==> config.mk <==
export PLATFORM = sky130hd
export DESIGN_NAME = iddr_deser_flat
export DESIGN_NICKNAME = d
export VERILOG_FILES = /design/src/rtl/iddr_deser_if.sv /design/src/rtl/iddr_deser.sv /design/src/flat_wrapper.sv
export SDC_FILE = /design/constraint.sdc
export NUM_CORES = 1
export LEC_CHECK = 0
export ABC_AREA = 1
export BUFFER_PORTS_ARGS = -buffer_cell sky130_fd_sc_hd__buf_2
export CAP_MARGIN = 20
export CORE_MARGIN = 5
export CORE_UTILIZATION = 53
export DETAILED_ROUTE_END_ITERATION = 10
export GPL_ROUTABILITY_DRIVEN = 0
export GPL_TIMING_DRIVEN = 0
export MAX_ROUTING_LAYER = met4
export PLACE_DENSITY = 0.72
export SLEW_MARGIN = 0
export SYNTH_ARGS = -nofsm -noshare
export SYNTH_HDL_FRONTEND = slang
export SYNTH_SLANG_ARGS = --single-unit
==> constraint.sdc <==
create_clock -name C -period 1.5 [get_ports C]
set_input_delay 0.375 -clock C [delete_from_list [all_inputs] [get_ports C]]
set_output_delay 0.375 -clock C [all_outputs]
set_load 0.01 [all_outputs]
==> src/rtl/iddr_deser_if.sv <==
// Pair-input / word-output bus of the IDDR deserializer.
// The source drives the pair side; the deserializer drives the word side.
interface iddr_deser_if #(
    parameter int unsigned WORD_WIDTH = 8
);
    logic                  EN;
    logic                  Q1;
    logic                  Q2;
    logic                  BITSLIP;
    logic [WORD_WIDTH-1:0] DOUT;
    logic                  DVALID;

    modport master (
        output EN, Q1, Q2, BITSLIP,
        input  DOUT, DVALID
    );

    modport slave (
        input  EN, Q1, Q2, BITSLIP,
        output DOUT, DVALID
    );
endinterface

==> src/rtl/iddr_deser.sv <==
// Assembles IDDRE1 Q1/Q2 pairs into WORD_WIDTH-bit words.
// BITSLIP moves the word boundary one bit later in the stream.
module iddr_deser #(
    parameter int unsigned WORD_WIDTH = 8,
    parameter bit          MSB_FIRST  = 1'b1
) (
    input  logic          C,
    input  logic          R_N,
    iddr_deser_if.slave   bus
);
    localparam int unsigned W   = WORD_WIDTH;
    localparam int unsigned NP  = W / 2;
    localparam int unsigned PCW = (NP > 1) ? $clog2(NP) : 1;

    // Only the W-1 newest bits are ever reused; the two oldest bits of the
    // next-state vector live solely inside the output window.
    logic [W-2:0]  r_sr;
    logic [PCW-1:0] r_pc;
    logic          r_ph;
    logic [W-1:0]  r_dout;
    logic          r_dvalid;

    logic [W:0]    w_sr_n;
    logic          w_hold;
    logic          w_ph_n;
    logic          w_last;
    logic          w_emit;
    logic [W-1:0]  w_win;
    logic [W-1:0]  w_rev;
    logic [W-1:0]  w_word;

    // Next-state and word-window selection.
    always_comb begin
        w_sr_n = {r_sr, bus.Q1, bus.Q2};
        w_hold = bus.BITSLIP & ~r_ph;
        w_ph_n = bus.BITSLIP ? ~r_ph : r_ph;
        w_last = (r_pc == PCW'(NP - 1));
        w_emit = w_last & ~w_hold;
        w_win  = w_ph_n ? w_sr_n[W:1] : w_sr_n[W-1:0];
        w_rev  = '0;
        for (int i = 0; i < int'(W); i++) begin
            w_rev[i] = w_win[int'(W) - 1 - i];
        end
        w_word = MSB_FIRST ? w_win : w_rev;
    end

    always_ff @(posedge C or negedge R_N) begin
        if (!R_N) begin
            r_sr     <= '0;
            r_pc     <= '0;
            r_ph     <= 1'b0;
            r_dout   <= '0;
            r_dvalid <= 1'b0;
        end else if (bus.EN) begin
            r_sr     <= w_sr_n[W-2:0];
            r_ph     <= w_ph_n;
            r_dvalid <= w_emit;
            if (!w_hold) begin
                r_pc <= w_last ? '0 : r_pc + PCW'(1);
            end
            if (w_emit) begin
                r_dout <= w_word;
            end
        end else begin
            r_dvalid <= 1'b0;
        end
    end

    assign bus.DOUT   = r_dout;
    assign bus.DVALID = r_dvalid;
endmodule

==> src/flat_wrapper.sv <==
// flat-port wrapper written by rule: the top's interface ports become plain ports
module iddr_deser_flat 
#(
    parameter int unsigned WORD_WIDTH = 8,
    parameter bit          MSB_FIRST  = 1'b1
)
  (C, R_N, bus_EN, bus_Q1, bus_Q2, bus_BITSLIP, bus_DOUT, bus_DVALID);
  iddr_deser_if #(.WORD_WIDTH(WORD_WIDTH)) bus_i ();
  input  logic C;
  input  logic R_N;
  input wire logic [$bits(bus_i.EN)-1:0] bus_EN;
  input wire logic [$bits(bus_i.Q1)-1:0] bus_Q1;
  input wire logic [$bits(bus_i.Q2)-1:0] bus_Q2;
  input wire logic [$bits(bus_i.BITSLIP)-1:0] bus_BITSLIP;
  output wire logic [$bits(bus_i.DOUT)-1:0] bus_DOUT;
  output wire logic [$bits(bus_i.DVALID)-1:0] bus_DVALID;
  assign bus_i.EN = bus_EN;
  assign bus_i.Q1 = bus_Q1;
  assign bus_i.Q2 = bus_Q2;
  assign bus_i.BITSLIP = bus_BITSLIP;
  assign bus_DOUT = bus_i.DOUT;
  assign bus_DVALID = bus_i.DVALID;
  iddr_deser #(.WORD_WIDTH(WORD_WIDTH), .MSB_FIRST(MSB_FIRST)) u_core (.C(C), .R_N(R_N), .bus(bus_i));
endmodule
======== After elaboration in Yosys (flattened, before gate mapping) ========
Index checks and enable logic that the tools add are counted.
word-level totals
  bits in registers ....................... 19
  bits in latches ......................... 0
  RAM bits ................................ 0
  memory bits (read-only) ................. 0
  input port bits ......................... 6
  output and inout bits ................... 9
  logic and storage cells ................. 17
  memories kept ........................... 0
cells by class
  add/sub/neg operators ................... 1
  multiply operators ...................... 0
  divide/modulo/power cells ............... 0
  $lt $le $gt $ge ......................... 0
  eq/ne operators ......................... 1
  shifts and indexed selects .............. 0
  muxes and demuxes ....................... 4
  bitwise gates (word level) .............. 4
  reduce and logical (&&, ||, !) cells .... 2
operators with widths
  operator               number
  $mux W8                1
  $reduce_and A2 Y1      2
  $add A2 B1 Y2 const B  1
  $and A1 B1 Y1          2
  $eq A2 B2 Y1 const B   1
  $mux W1                2
  $mux W2                1
  $not A1 Y1             2

======== Depth between registers and ports, before layout ========
  depth after elaboration ................. 5
  mapped depth ............................ 8
  mapped depth without buffers ............ 7

======== Least setup slack after synthesis ========
OpenSTA, ideal clock, no wires.
  kind .................................... in2reg
  from .................................... input bus_BITSLIP
  to ...................................... register u_core.r_dout[3] (netlist: u_core.bus.DOUT[3])
  library setup time ...................... 0.065 ns
  arrival time ............................ 1.088 ns
  data required time ...................... 1.435 ns
  setup slack ............................. 0.347 ns
  stages on the path ...................... 7
  buffers on the path ..................... 1
  cells stage by stage .................... ha_1 -> buf_4 -> inv_2 -> nand2_1 -> nand2_1 -> nand2_1 -> nand2_1
on the way
  word-level cells in the longest chain between the ends .. 4
ends and longest elaborated chain
  item                                line                text
  start: declaration                  flat_wrapper.sv:14  input wire logic [$bits(bus_i.BITSLIP)-1:0] bus_BITSLIP;
  $and A1 B1 Y1                       iddr_deser.sv:35    w_hold = bus.BITSLIP & ~r_ph;
  $not A1 Y1                          iddr_deser.sv:38    w_emit = w_last & ~w_hold;
  $and A1 B1 Y1                       iddr_deser.sv:38
  $reduce_and A2 Y1 (no source line)  --
  end signal: assignment              iddr_deser.sv:62    r_dout <= w_word;
  end: declaration                    iddr_deser.sv:20    logic [W-1:0] r_dout;
Several ways; a longest one is shown, not always the timed one.
A chain may end at the register's enable or synchronous reset.

======== Worst setup path after layout ========
  from .................................... register u_core.r_ph
  to ...................................... register u_core.r_dout[0] (netlist: u_core.bus.DOUT[0])
on the way
  word-level cells in the longest chain between the ends .. 5
ends and longest elaborated chain
  item                                line                                text
  start: declaration                  iddr_deser.sv:19                    logic r_ph;
  start signal: assignment            iddr_deser.sv:56                    r_ph <= w_ph_n;
  $not A1 Y1                          iddr_deser.sv:35, iddr_deser.sv:36
  $and A1 B1 Y1                       iddr_deser.sv:35
  $not A1 Y1                          iddr_deser.sv:38
  $and A1 B1 Y1                       iddr_deser.sv:38
  $reduce_and A2 Y1 (no source line)  --
Several ways; a longest one is shown, not always the timed one.

==> run summary <==
max-cap violations: 0
Ys Warns: 0
total core area: 0.001541 mm2
DR top layer: met4
Post-CTS Hold Fix Bufs: 0
aggregate negative setup slack: 0 ps
Worst EP arrival: 1520 ps
Seq/Total Area, Yosys: 54.05%
Routed wire per std cell: 11.45 um
Resized cells post-CTS: 0
drt pass-1 iters: 2
Synth Register Bits: 19
Tot GR Track Use: 15.56%
highest clock rate: 0.7836 GHz
placed cell area: 964.7 um2
clk slew on worst S/H paths: 100 ps
Hold WC Path Type: in -> async
Req. time, crit path: 1740 ps
most frequent CP cell: nand2_1
DIE AREA: 0.002575 mm2
Residual DRC: 0
Slew Viols, Final: 0
final hold violation count: 0
clk sink count: 19
largest net degree at the start of global routing: 20
layout net count: 131
Max stage delay on crit path: 370 ps
initial DRC count: 7
Vias per Instance: 4.848
antenna cells: 0
final core occ: 64.29%
RSZ-0062 raised after global routing: no
Cell Rows: 14
Synth area leader: dfrtp_1
area added between synthesis and finish: 12.66%
WL met1: 759 um
H-tree levels: 1
final WL: 1580 um
most common cell after layout, fill and taps aside: nand2_1
reg2reg setup slack: 220 ps
count of input and output buffers: 13
Mapped Nets: 113
Setup crit start kind: register
worst-path maximum fanout: 9
Post-DRT Antenna Nets: 0
CTS tree: yes
crit path buf inv count: 3
Final Critical Period: 1276 ps
CP Cell Sequence: inv_1 -> ha_1 -> buf_4 -> inv_2 -> nand2_1 -> nand2_1 -> nand2_1 -> nand2_1
Clock Latency Late Sink: 290 ps
fin crit share: 85.08%
syn avg cell area: 8.377 um2
metal2 WL: 714 um
Post-CTS Setup Inserts: 0
Mapped Area: 879.6 um2
largest cells by area after synthesis: dfrtp_1 54%, nand2_1 24%, ha_1 2.8%
status: completed
first-pass GRT wire length: 2980 um
die height: 50.74 um
Via Count: 669
clk_skew: 2.499 ps
post-synthesis instance total: 105
number of antenna violations at the first check in global routing: 0
P per Cell Area: 1578 mW/mm2
grt total ovfl: 0
post-synth cell types: 16
worst-case hold slack: 0.1647 ps
share of the synthesized area in the top cell type: 54.05%
Root Buffer: clkbuf_4
TritonCTS Buffers: 3
Die W: 50.74 um
Final setup viols: 0
layout cells sized above 1: 21.31%
hpwl dp: 1107 um
worst slew pin tran: 421.9 ps
io pins: 15
most frequent cells in the layout: 56 x nand2_1, 19 x dfrtp_1, 13 x buf_2
CP max stage cell: dfrtp_1
post-route cell area: 991.0 um2
Worst Setup End Kind: register
buffer depth of the longest clock path: 2
WS Path Type: reg -> reg
Rel. slew slack: 71.87%
Starting Density: 57.06%
VDD IR-drop max: 865.6 uV
Leak Pwr: 0.0005780 uW
vias in the first global route: 674
met3 routed WL: 78 um
CP top delay family: flip-flops
## power by group
part	switching (uW)	internal, uW	total, uW
Sequential	83.0	667	750
Combinational	328	230	558
Clock	153	104	256
Total	564	1000	1560
## final timing paths
| kind | cells after the start | end | startpoint |
|---|---|---|---|
| setup / recovery | 8 | u_core.bus.DOUT[0] | u_core.r_ph |
| hold / removal | 1 | u_core.r_ph | R_N |
| setup reg to reg | 8 | u_core.bus.DOUT[0] | u_core.r_ph |
| hold reg to reg | 2 | u_core.bus.DOUT[5] | u_core.bus.DOUT[5] |
| max in group asynchronous | 1 | u_core.bus.DOUT[7] | R_N |
| min in group C | 3 | u_core.r_sr[0] | bus_Q2 |
## cell families (layout without fill, tap and decap cells)
kind of cell / Yosys count / count (layout) / synth area share [%]
AOI/OAI and AO/OA: 9 / 9 / 5.119
adders and majority gates: 2 / 2 / 2.844
buffers and inverters: 11 / 28 / 6.828
DFF: 19 / 19 / 54.05
and+or+nand+nor: 64 / 64 / 31.15
## flip-flops by register name, indices dropped and copies added (netlist names)
signal,count
u_core.r_ph,1
u_core.r_pc,2
u_core.bus.DOUT,8
u_core.bus.DVALID,1
u_core.r_sr,7
## cell type report
class / instances / area (um2)
buffer: 3 / 30.03
clock buffer: 4 / 26.28
fill: 152 / 550.5
inverter: 8 / 30.03
multi-input combinational: 75 / 344.1
sequential: 19 / 475.5
tap: 16 / 20.02
timing repair buffer: 13 / 65.06
## stage by stage
step / setup slack [ps] / cells / total power, uW
5_1_grt: 119.1 / 138 / 1723
2_1_floorplan: 346.9 / 105 / 1139
3_5_place_dp: 151.4 / 134 / 1328
3_3_place_gp: 164.1 / 134 / 1303
4_1_cts: 216.5 / 138 / 1581
6_report: 223.9 / 138 / 1564
## cell usage after synthesis
cell type  number
a21oi_1         3
nor2_1          3
inv_1           5
o21ai_0         5
nand3_1         1
nand2_1        56
inv_2           3
o21ai_1         1
buf_4           1
buf_6           2
nor2_8          1
or2_2           1
dfrtp_1        19
ha_1            2
nand3_2         1
nand2_4         1
## routing by layer
metal  global-route usage, %  vias to the layer above
li1                        -                      356
met1                   20.11                      298
met2                   23.35                       11
met3                   3.550                        4
met4                   6.383                        0
met5                       -                        -
(Power assumes the default switching activity.)
